[src/rtl/tm1637_frame_sequencer.sv]
// TM1637 display refresh sequencer: bit-bangs the data-command, address+digits and
// display-control transactions with start/stop framing and ACK checking.
module tm1637_frame_sequencer #(
    parameter int CLK_DIV = 250
) (
    input  logic        clk_50M,
    input  logic        rst,
    input  logic        req,
    input  logic [31:0] seg_data,
    input  logic [2:0]  bright,
    input  logic        disp_on,
    input  logic        tm1637_dio_in,
    output logic        tm1637_clk,
    output logic        tm1637_dio_oe,
    output logic        busy,
    output logic        done,
    output logic        ack_err,
    output logic [6:0]  debug_step_id
);

    localparam int              DIVW     = $clog2(CLK_DIV);
    localparam logic [DIVW-1:0] DIV_LAST = DIVW'(CLK_DIV - 1);

    localparam logic [2:0] ST_IDLE  = 3'd0;
    localparam logic [2:0] ST_START = 3'd1;
    localparam logic [2:0] ST_DATA  = 3'd2;
    localparam logic [2:0] ST_ACK   = 3'd3;
    localparam logic [2:0] ST_STOP  = 3'd4;

    localparam logic [1:0] PH_START = 2'd0;
    localparam logic [1:0] PH_DATA  = 2'd1;
    localparam logic [1:0] PH_ACK   = 2'd2;
    localparam logic [1:0] PH_STOP  = 2'd3;

    localparam logic [6:0] DBG_IDLE = 7'h7F;

    // Byte sent at position idx of transaction txn.
    function automatic logic [7:0] frame_byte(input logic [1:0]  txn,
                                              input logic [2:0]  idx,
                                              input logic [31:0] seg,
                                              input logic [2:0]  br,
                                              input logic        on);
        logic [7:0] b;
        b = 8'h00;
        case (txn)
            2'd0: b = 8'h40;
            2'd1: begin
                case (idx)
                    3'd0:    b = 8'hC0;
                    3'd1:    b = seg[7:0];
                    3'd2:    b = seg[15:8];
                    3'd3:    b = seg[23:16];
                    3'd4:    b = seg[31:24];
                    default: b = 8'h00;
                endcase
            end
            2'd2:    b = on ? (8'h88 | {5'b00000, br}) : 8'h80;
            default: b = 8'h00;
        endcase
        return b;
    endfunction

    function automatic logic [2:0] last_idx(input logic [1:0] txn);
        return (txn == 2'd1) ? 3'd4 : 3'd0;
    endfunction

    function automatic logic [1:0] phase_code(input logic [2:0] st);
        logic [1:0] p;
        case (st)
            ST_START: p = PH_START;
            ST_DATA:  p = PH_DATA;
            ST_ACK:   p = PH_ACK;
            ST_STOP:  p = PH_STOP;
            default:  p = PH_STOP;
        endcase
        return p;
    endfunction

    logic [DIVW-1:0] div_q, div_d;
    logic [2:0]      state_q, state_d;
    logic [1:0]      step_q, step_d;
    logic [2:0]      bit_q, bit_d;
    logic [2:0]      byte_q, byte_d;
    logic [1:0]      txn_q, txn_d;
    logic [31:0]     seg_q, seg_d;
    logic [2:0]      bright_q, bright_d;
    logic            disp_on_q, disp_on_d;
    logic            scl_q, scl_d;
    logic            oe_q, oe_d;
    logic            busy_q, busy_d;
    logic            done_q, done_d;
    logic            ack_err_q, ack_err_d;
    logic [6:0]      dbg_q, dbg_d;

    logic            tick_s;
    logic [7:0]      cur_byte_s;
    logic            cur_bit_s;

    assign tick_s     = busy_q && (div_q == DIV_LAST);
    assign cur_byte_s = frame_byte(txn_q, byte_q, seg_q, bright_q, disp_on_q);
    assign cur_bit_s  = cur_byte_s[bit_q];

    // Bus tick divider, running only while a frame is in progress.
    always_comb begin
        div_d = div_q;
        if (!busy_q) begin
            div_d = {DIVW{1'b0}};
        end else if (tick_s) begin
            div_d = {DIVW{1'b0}};
        end else begin
            div_d = div_q + {{(DIVW-1){1'b0}}, 1'b1};
        end
    end

    // Frame FSM: accept in IDLE, otherwise advance pins and step counters on each tick.
    always_comb begin
        state_d   = state_q;
        step_d    = step_q;
        bit_d     = bit_q;
        byte_d    = byte_q;
        txn_d     = txn_q;
        seg_d     = seg_q;
        bright_d  = bright_q;
        disp_on_d = disp_on_q;
        scl_d     = scl_q;
        oe_d      = oe_q;
        busy_d    = busy_q;
        done_d    = 1'b0;
        ack_err_d = ack_err_q;
        dbg_d     = dbg_q;

        if (state_q == ST_IDLE) begin
            // The done cycle is still IDLE but must not accept a new frame.
            if (req && !done_q) begin
                seg_d     = seg_data;
                bright_d  = bright;
                disp_on_d = disp_on;
                ack_err_d = 1'b0;
                busy_d    = 1'b1;
                state_d   = ST_START;
                step_d    = 2'd0;
                bit_d     = 3'd0;
                byte_d    = 3'd0;
                txn_d     = 2'd0;
            end else begin
                busy_d = 1'b0;
            end
        end else if (tick_s) begin
            dbg_d = {txn_q, byte_q, phase_code(state_q)};
            case (state_q)
                ST_START: begin
                    if (step_q == 2'd0) begin
                        scl_d  = 1'b1;
                        oe_d   = 1'b0;
                        step_d = 2'd1;
                    end else begin
                        oe_d    = 1'b1;
                        step_d  = 2'd0;
                        bit_d   = 3'd0;
                        state_d = ST_DATA;
                    end
                end
                ST_DATA: begin
                    if (step_q == 2'd0) begin
                        scl_d  = 1'b0;
                        oe_d   = ~cur_bit_s;
                        step_d = 2'd1;
                    end else begin
                        scl_d  = 1'b1;
                        step_d = 2'd0;
                        if (bit_q == 3'd7) begin
                            state_d = ST_ACK;
                        end else begin
                            bit_d = bit_q + 3'd1;
                        end
                    end
                end
                ST_ACK: begin
                    if (step_q == 2'd0) begin
                        scl_d  = 1'b0;
                        oe_d   = 1'b0;
                        step_d = 2'd1;
                    end else begin
                        scl_d  = 1'b1;
                        step_d = 2'd0;
                        if (tm1637_dio_in) begin
                            ack_err_d = 1'b1;
                        end else begin
                            ack_err_d = ack_err_q;
                        end
                        if (byte_q == last_idx(txn_q)) begin
                            state_d = ST_STOP;
                        end else begin
                            byte_d  = byte_q + 3'd1;
                            bit_d   = 3'd0;
                            state_d = ST_DATA;
                        end
                    end
                end
                ST_STOP: begin
                    if (step_q == 2'd0) begin
                        scl_d  = 1'b0;
                        oe_d   = 1'b1;
                        step_d = 2'd1;
                    end else if (step_q == 2'd1) begin
                        scl_d  = 1'b1;
                        step_d = 2'd2;
                    end else begin
                        oe_d   = 1'b0;
                        step_d = 2'd0;
                        if (txn_q == 2'd2) begin
                            state_d = ST_IDLE;
                            busy_d  = 1'b0;
                            done_d  = 1'b1;
                            dbg_d   = DBG_IDLE;
                        end else begin
                            txn_d   = txn_q + 2'd1;
                            byte_d  = 3'd0;
                            state_d = ST_START;
                        end
                    end
                end
                default: begin
                    state_d = ST_IDLE;
                    busy_d  = 1'b0;
                    scl_d   = 1'b1;
                    oe_d    = 1'b0;
                    dbg_d   = DBG_IDLE;
                end
            endcase
        end else begin
            done_d = 1'b0;
        end
    end

    // State and output registers.
    always_ff @(posedge clk_50M or posedge rst) begin
        if (rst) begin
            div_q     <= {DIVW{1'b0}};
            state_q   <= ST_IDLE;
            step_q    <= 2'd0;
            bit_q     <= 3'd0;
            byte_q    <= 3'd0;
            txn_q     <= 2'd0;
            seg_q     <= 32'h0000_0000;
            bright_q  <= 3'd0;
            disp_on_q <= 1'b0;
            scl_q     <= 1'b1;
            oe_q      <= 1'b0;
            busy_q    <= 1'b0;
            done_q    <= 1'b0;
            ack_err_q <= 1'b0;
            dbg_q     <= DBG_IDLE;
        end else begin
            div_q     <= div_d;
            state_q   <= state_d;
            step_q    <= step_d;
            bit_q     <= bit_d;
            byte_q    <= byte_d;
            txn_q     <= txn_d;
            seg_q     <= seg_d;
            bright_q  <= bright_d;
            disp_on_q <= disp_on_d;
            scl_q     <= scl_d;
            oe_q      <= oe_d;
            busy_q    <= busy_d;
            done_q    <= done_d;
            ack_err_q <= ack_err_d;
            dbg_q     <= dbg_d;
        end
    end

    assign tm1637_clk    = scl_q;
    assign tm1637_dio_oe = oe_q;
    assign busy          = busy_q;
    assign done          = done_q;
    assign ack_err       = ack_err_q;
    assign debug_step_id = dbg_q;

endmodule

[config.mk]
export PLATFORM = sky130hd
export DESIGN_NAME = tm1637_frame_sequencer
export DESIGN_NICKNAME = d
export VERILOG_FILES = /design/src/rtl/tm1637_frame_sequencer.sv
export SDC_FILE = /design/constraint.sdc
export NUM_CORES = 1
export LEC_CHECK = 0
export CORE_UTILIZATION = 49
export CTS_CLUSTER_DIAMETER = 100
export DETAILED_ROUTE_END_ITERATION = 6
export PLACE_DENSITY = 0.76
export SETUP_SLACK_MARGIN = 0.3
export SYNTH_ARGS = -nofsm -noshare
export SYNTH_HDL_FRONTEND = slang
export SYNTH_SLANG_ARGS = --single-unit
[constraint.sdc]
create_clock -name clk_50M -period 2 [get_ports clk_50M]
set_input_delay 0.4 -clock clk_50M [delete_from_list [all_inputs] [get_ports clk_50M]]
set_output_delay 0.4 -clock clk_50M [all_outputs]
set_load 0.02 [all_outputs]
==> results.txt <==
----------------------------------------------------
[Floorplanning]
  Floorplan die width ... 88.3 um
  Core Region ... 7210 um^2
  Area enclosed by the die boundary ... 7790 um^2
  Vertical extent of the die ... approximately 88 um
  I/O Pins ... between 50 and 60
  # rows ... 31
  Starting Density ... 0.505

[Placed design]
  Half-perimeter wire length after placement ... ~6.3 mm
  Post-placement worst setup slack ... -15.0 ps
  RD Place Congestion ... 0.918
  Area of placed instances ... between 4000 and 5000 um^2
  IO Port Bufs ... roughly 50

[Job]
  Maxcap violations ... 0

[Final layout]
  Ant diodes ... 0
  Post-route core utilization ... 0.718
  Signed area change from the synthesized netlist to the final layout ... 42.0%
  Post-route cell area ... 5180 um^2
  Leading cell types in the layout, fill and taps excluded ... sky130_fd_sc_hd__nand2_1, sky130_fd_sc_hd__dfrtp_1, sky130_fd_sc_hd__clkdlybuf4s50_1
  Layout Nets ... 553
  Ratio of cells with drive above 1 in the final layout ... 0.282
  Leading cell type in the layout, fill and taps excluded ... sky130_fd_sc_hd__nand2_1

[Detailed routing]
  ANT nets after route ... 0
  DRC errors left ... 0
  Detail-routed net length per standard cell ... 16.6 um
  Total wirelength of the detailed-routed design ... between 9 and 10 mm
  Via total after detailed routing ... 3356
  Post-detailed-route via-to-cell ratio ... ~5.6
  Iter 0 DRT Violations ... 195
  Number of detailed-route iterations in the first pass ... 5

[Logic synthesis]
  Post-synth ARST share ... 1.00
  Number of nets produced by synthesis ... 464
  Biggest area contributors in the synthesized netlist ... sky130_fd_sc_hd__dfrtp_1, sky130_fd_sc_hd__nand2_1, sky130_fd_sc_hd__dfstp_2
  Total of warnings raised by yosys ... 0
  Flip-flop and latch count after synthesis ... 69
  Register area share after synthesis ... 0.476
  Largest area contributor in the synthesized netlist ... sky130_fd_sc_hd__dfrtp_1
  Cells after Synth ... 410
  Yosys top cell area share ... 0.419
  Cell variety after synth ... a little over 60
  Synthesized area ... 3650 um^2
  Commonest register cell after synthesis ... sky130_fd_sc_hd__dfrtp_1
  Average instance area after synthesis ... 8.89 um^2
  Number of enable-type register cells in the synthesized netlist ... 0

[GRT]
  Overall track demand over capacity in global routing ... 0.252
  Wire length of the first global-routing pass ... 14.9 mm
  Maximum number of pins on one net before global-route repair ... 39
  Initial antenna violation count ... 0
  Remaining global-route overflow ... 0
  Via count of the first global-routing pass ... roughly 3.1k

[Critical path]
  CP endpoint kind ... flip-flop
  CP required ... ~2300 ps
  Crit Path Class ... reg2reg
  Register-to-register setup slack ... 50 ps
  Worst Reg-to-Reg Cells ... 7
  Worst endpoint data arrival time ... 2200 ps
  Type of origin of the critical path ... flip-flop
  Terminus of the critical flop-to-flop path ... tm1637_dio_oe
  Maximum fanout along the worst path ... 8
  Worst reg2reg startpoint ... byte_q[0]

[STA]
  Final setup violation count ... 0
  Number of hold violations in the final report ... 0
  Final total negative setup slack ... 0 ps
  RSZ-0062 raised after global routing ... yes
  Maximum clock frequency ... 0.512 GHz
  Fin Clk Skew ... between 8 and 9 ps
  Pin slew with the least headroom to its limit ... 428 ps
  Final critical-path setup slack ... 46.5 ps
  Tmin final ... 1950 ps
  Worst-case headroom to the max-slew limit ... 0.714
  Final max-slew violation count ... 0
  Post-route clock period utilization ... 0.977

[Power]
  Pwr Total ... 2790 uW
  Proportion of power drawn by flip-flops and latches ... 0.522
  Comb power frac ... 0.060
  Clock network fraction of design power ... 0.417
  Net switching share of the total power ... 0.219
  Cell-internal power ... 2180 uW
  Switching power ... 613 uW
  Leakage power figure ... roughly 0.0024 uW
  Max VDD drop ... 0.404 mV
  PD cells ... roughly 540 nW/um^2

[Clocking]
  Number of levels the H-tree was split into ... 3
  Number of buffers added by the clock tree synthesis step ... 9
  Clock Tree Root ... sky130_fd_sc_hd__clkbuf_8
  Clock latency on the worst-skew pair ... 340 ps
  Num Clock Sinks ... 69
  Clock tree from TritonCTS ... yes
  Clock Path Buffers ... 2
  Clock slew at reported path FFs ... approximately 70 ps

[Worst hold path]
  Path class of the lowest-slack min-delay path ... in2async

[Outcome]
  Outcome ... completed

----------------------------------------------------
[kinds of logic (layout without fill, tap and decap cells)]
logic type | after synthesis | after routing | synth area share
xor gates and xnor gates | 8 | 8 | 0.0192
DFF | 69 | 69 | 0.476
and+or+nand+nor | 200 | 200 | 0.236
buffers and inverters | 35 | 129 | 0.0422
AOI/OAI and AO/OA | 74 | 74 | 0.149
muxes | 10 | 10 | 0.0288
adders and majority gates | 14 | 14 | 0.0480
[critical path, stage by stage, from the launching register on]
cell and delay [ps]:
sky130_fd_sc_hd__dfrtp_1 430, sky130_fd_sc_hd__ha_1 250, sky130_fd_sc_hd__ha_1 290, sky130_fd_sc_hd__a32oi_1 230
sky130_fd_sc_hd__o21ai_0 150, sky130_fd_sc_hd__a41oi_1 240, sky130_fd_sc_hd__o21ai_1 90, sky130_fd_sc_hd__o31ai_2 180
[how the worst max path moves through the flow]
| stage | start | end | cells after the start | slack (ps) |
|---|---|---|---|---|
| floorplan | byte_q[0] | tm1637_dio_oe | 8 | 60 |
| global placement | req | byte_q[0] | 6 | 40 |
| detailed placement | req | byte_q[0] | 6 | -20 |
| CTS | byte_q[0] | tm1637_dio_oe | 7 | 60 |
| global route | byte_q[1] | tm1637_dio_oe | 7 | -60 |
| finish | byte_q[0] | tm1637_dio_oe | 7 | 50 |
[area by class of cell]
type                            instances  area [um^2]
Clock inverter                          1         30.0
Clock buffer                           15          166
Fill cell                             530         2040
Multi-Input combinational cell        306         2070
Inverter                               12         48.8
Timing Repair Buffer                  101          998
Tap cell                               99          124
Sequential cell                        69         1740
[metal layers]
| metal | vias up | part of all wire | GRT usage |
|---|---|---|---|
| li1 | 1579 | - | - |
| met1 | 1614 | 0.44 | 0.341 |
| met2 | 138 | 0.48 | 0.399 |
| met3 | 25 | 0.057 | 0.0504 |
| met4 | 0 | 0.026 | 0.103 |
| met5 | - | 0 | 0 |
[stage by stage]
step | cells | hold WS [ps]
floorplan | 410 | 440
global placement | 559 | 449
global route | 603 | 459
finish | 603 | 416
detailed placement | 559 | 456
CTS | 586 | 424
[sequential cells by signal, summed over array words and instances, names as in the netlist, 2 cells and up]
name,cells
state_q,3
div_q,8
debug_step_id,7
byte_q,3
step_q,2
bright_q,3
bit_q,3
txn_q,2
seg_q,32
[power groups by stage]
stage	registers [uW]	logic (uW)	clock network, uW
global placement	1480	159	0
finish	1460	169	1170
global route	1460	188	1230
floorplan	1470	60.4	0
CTS	1460	166	1170
detailed placement	1480	163	0
[cell usage after synthesis (3+ instances only)]
cell type and number:
sky130_fd_sc_hd__nand2_1 134, sky130_fd_sc_hd__dfrtp_1 61, sky130_fd_sc_hd__nor2_1 25, sky130_fd_sc_hd__clkbuf_1 14
sky130_fd_sc_hd__ha_1 14, sky130_fd_sc_hd__inv_1 12, sky130_fd_sc_hd__a22oi_1 10, sky130_fd_sc_hd__nand3_1 10
sky130_fd_sc_hd__a21oi_1 9, sky130_fd_sc_hd__o21ai_1 9, sky130_fd_sc_hd__dfstp_2 8, sky130_fd_sc_hd__o21ai_0 8
sky130_fd_sc_hd__buf_2 6, sky130_fd_sc_hd__mux2i_1 6, sky130_fd_sc_hd__nor3_1 5, sky130_fd_sc_hd__a32oi_1 4
sky130_fd_sc_hd__mux2_1 4, sky130_fd_sc_hd__nand4_1 4, sky130_fd_sc_hd__o22a_1 4, sky130_fd_sc_hd__xnor2_1 4
sky130_fd_sc_hd__xor2_1 4, sky130_fd_sc_hd__a31oi_1 3, sky130_fd_sc_hd__nor2b_1 3, sky130_fd_sc_hd__or2_1 3
[timing repair]
action	4_1_cts	5_1_grt
gates resized for setup	41	56
gates cloned	0	1
setup endpoints to repair	68	36
hold buffers	0	0
pin swaps	6	31
setup buffers	11	16
(Power assumes the default switching activity.)
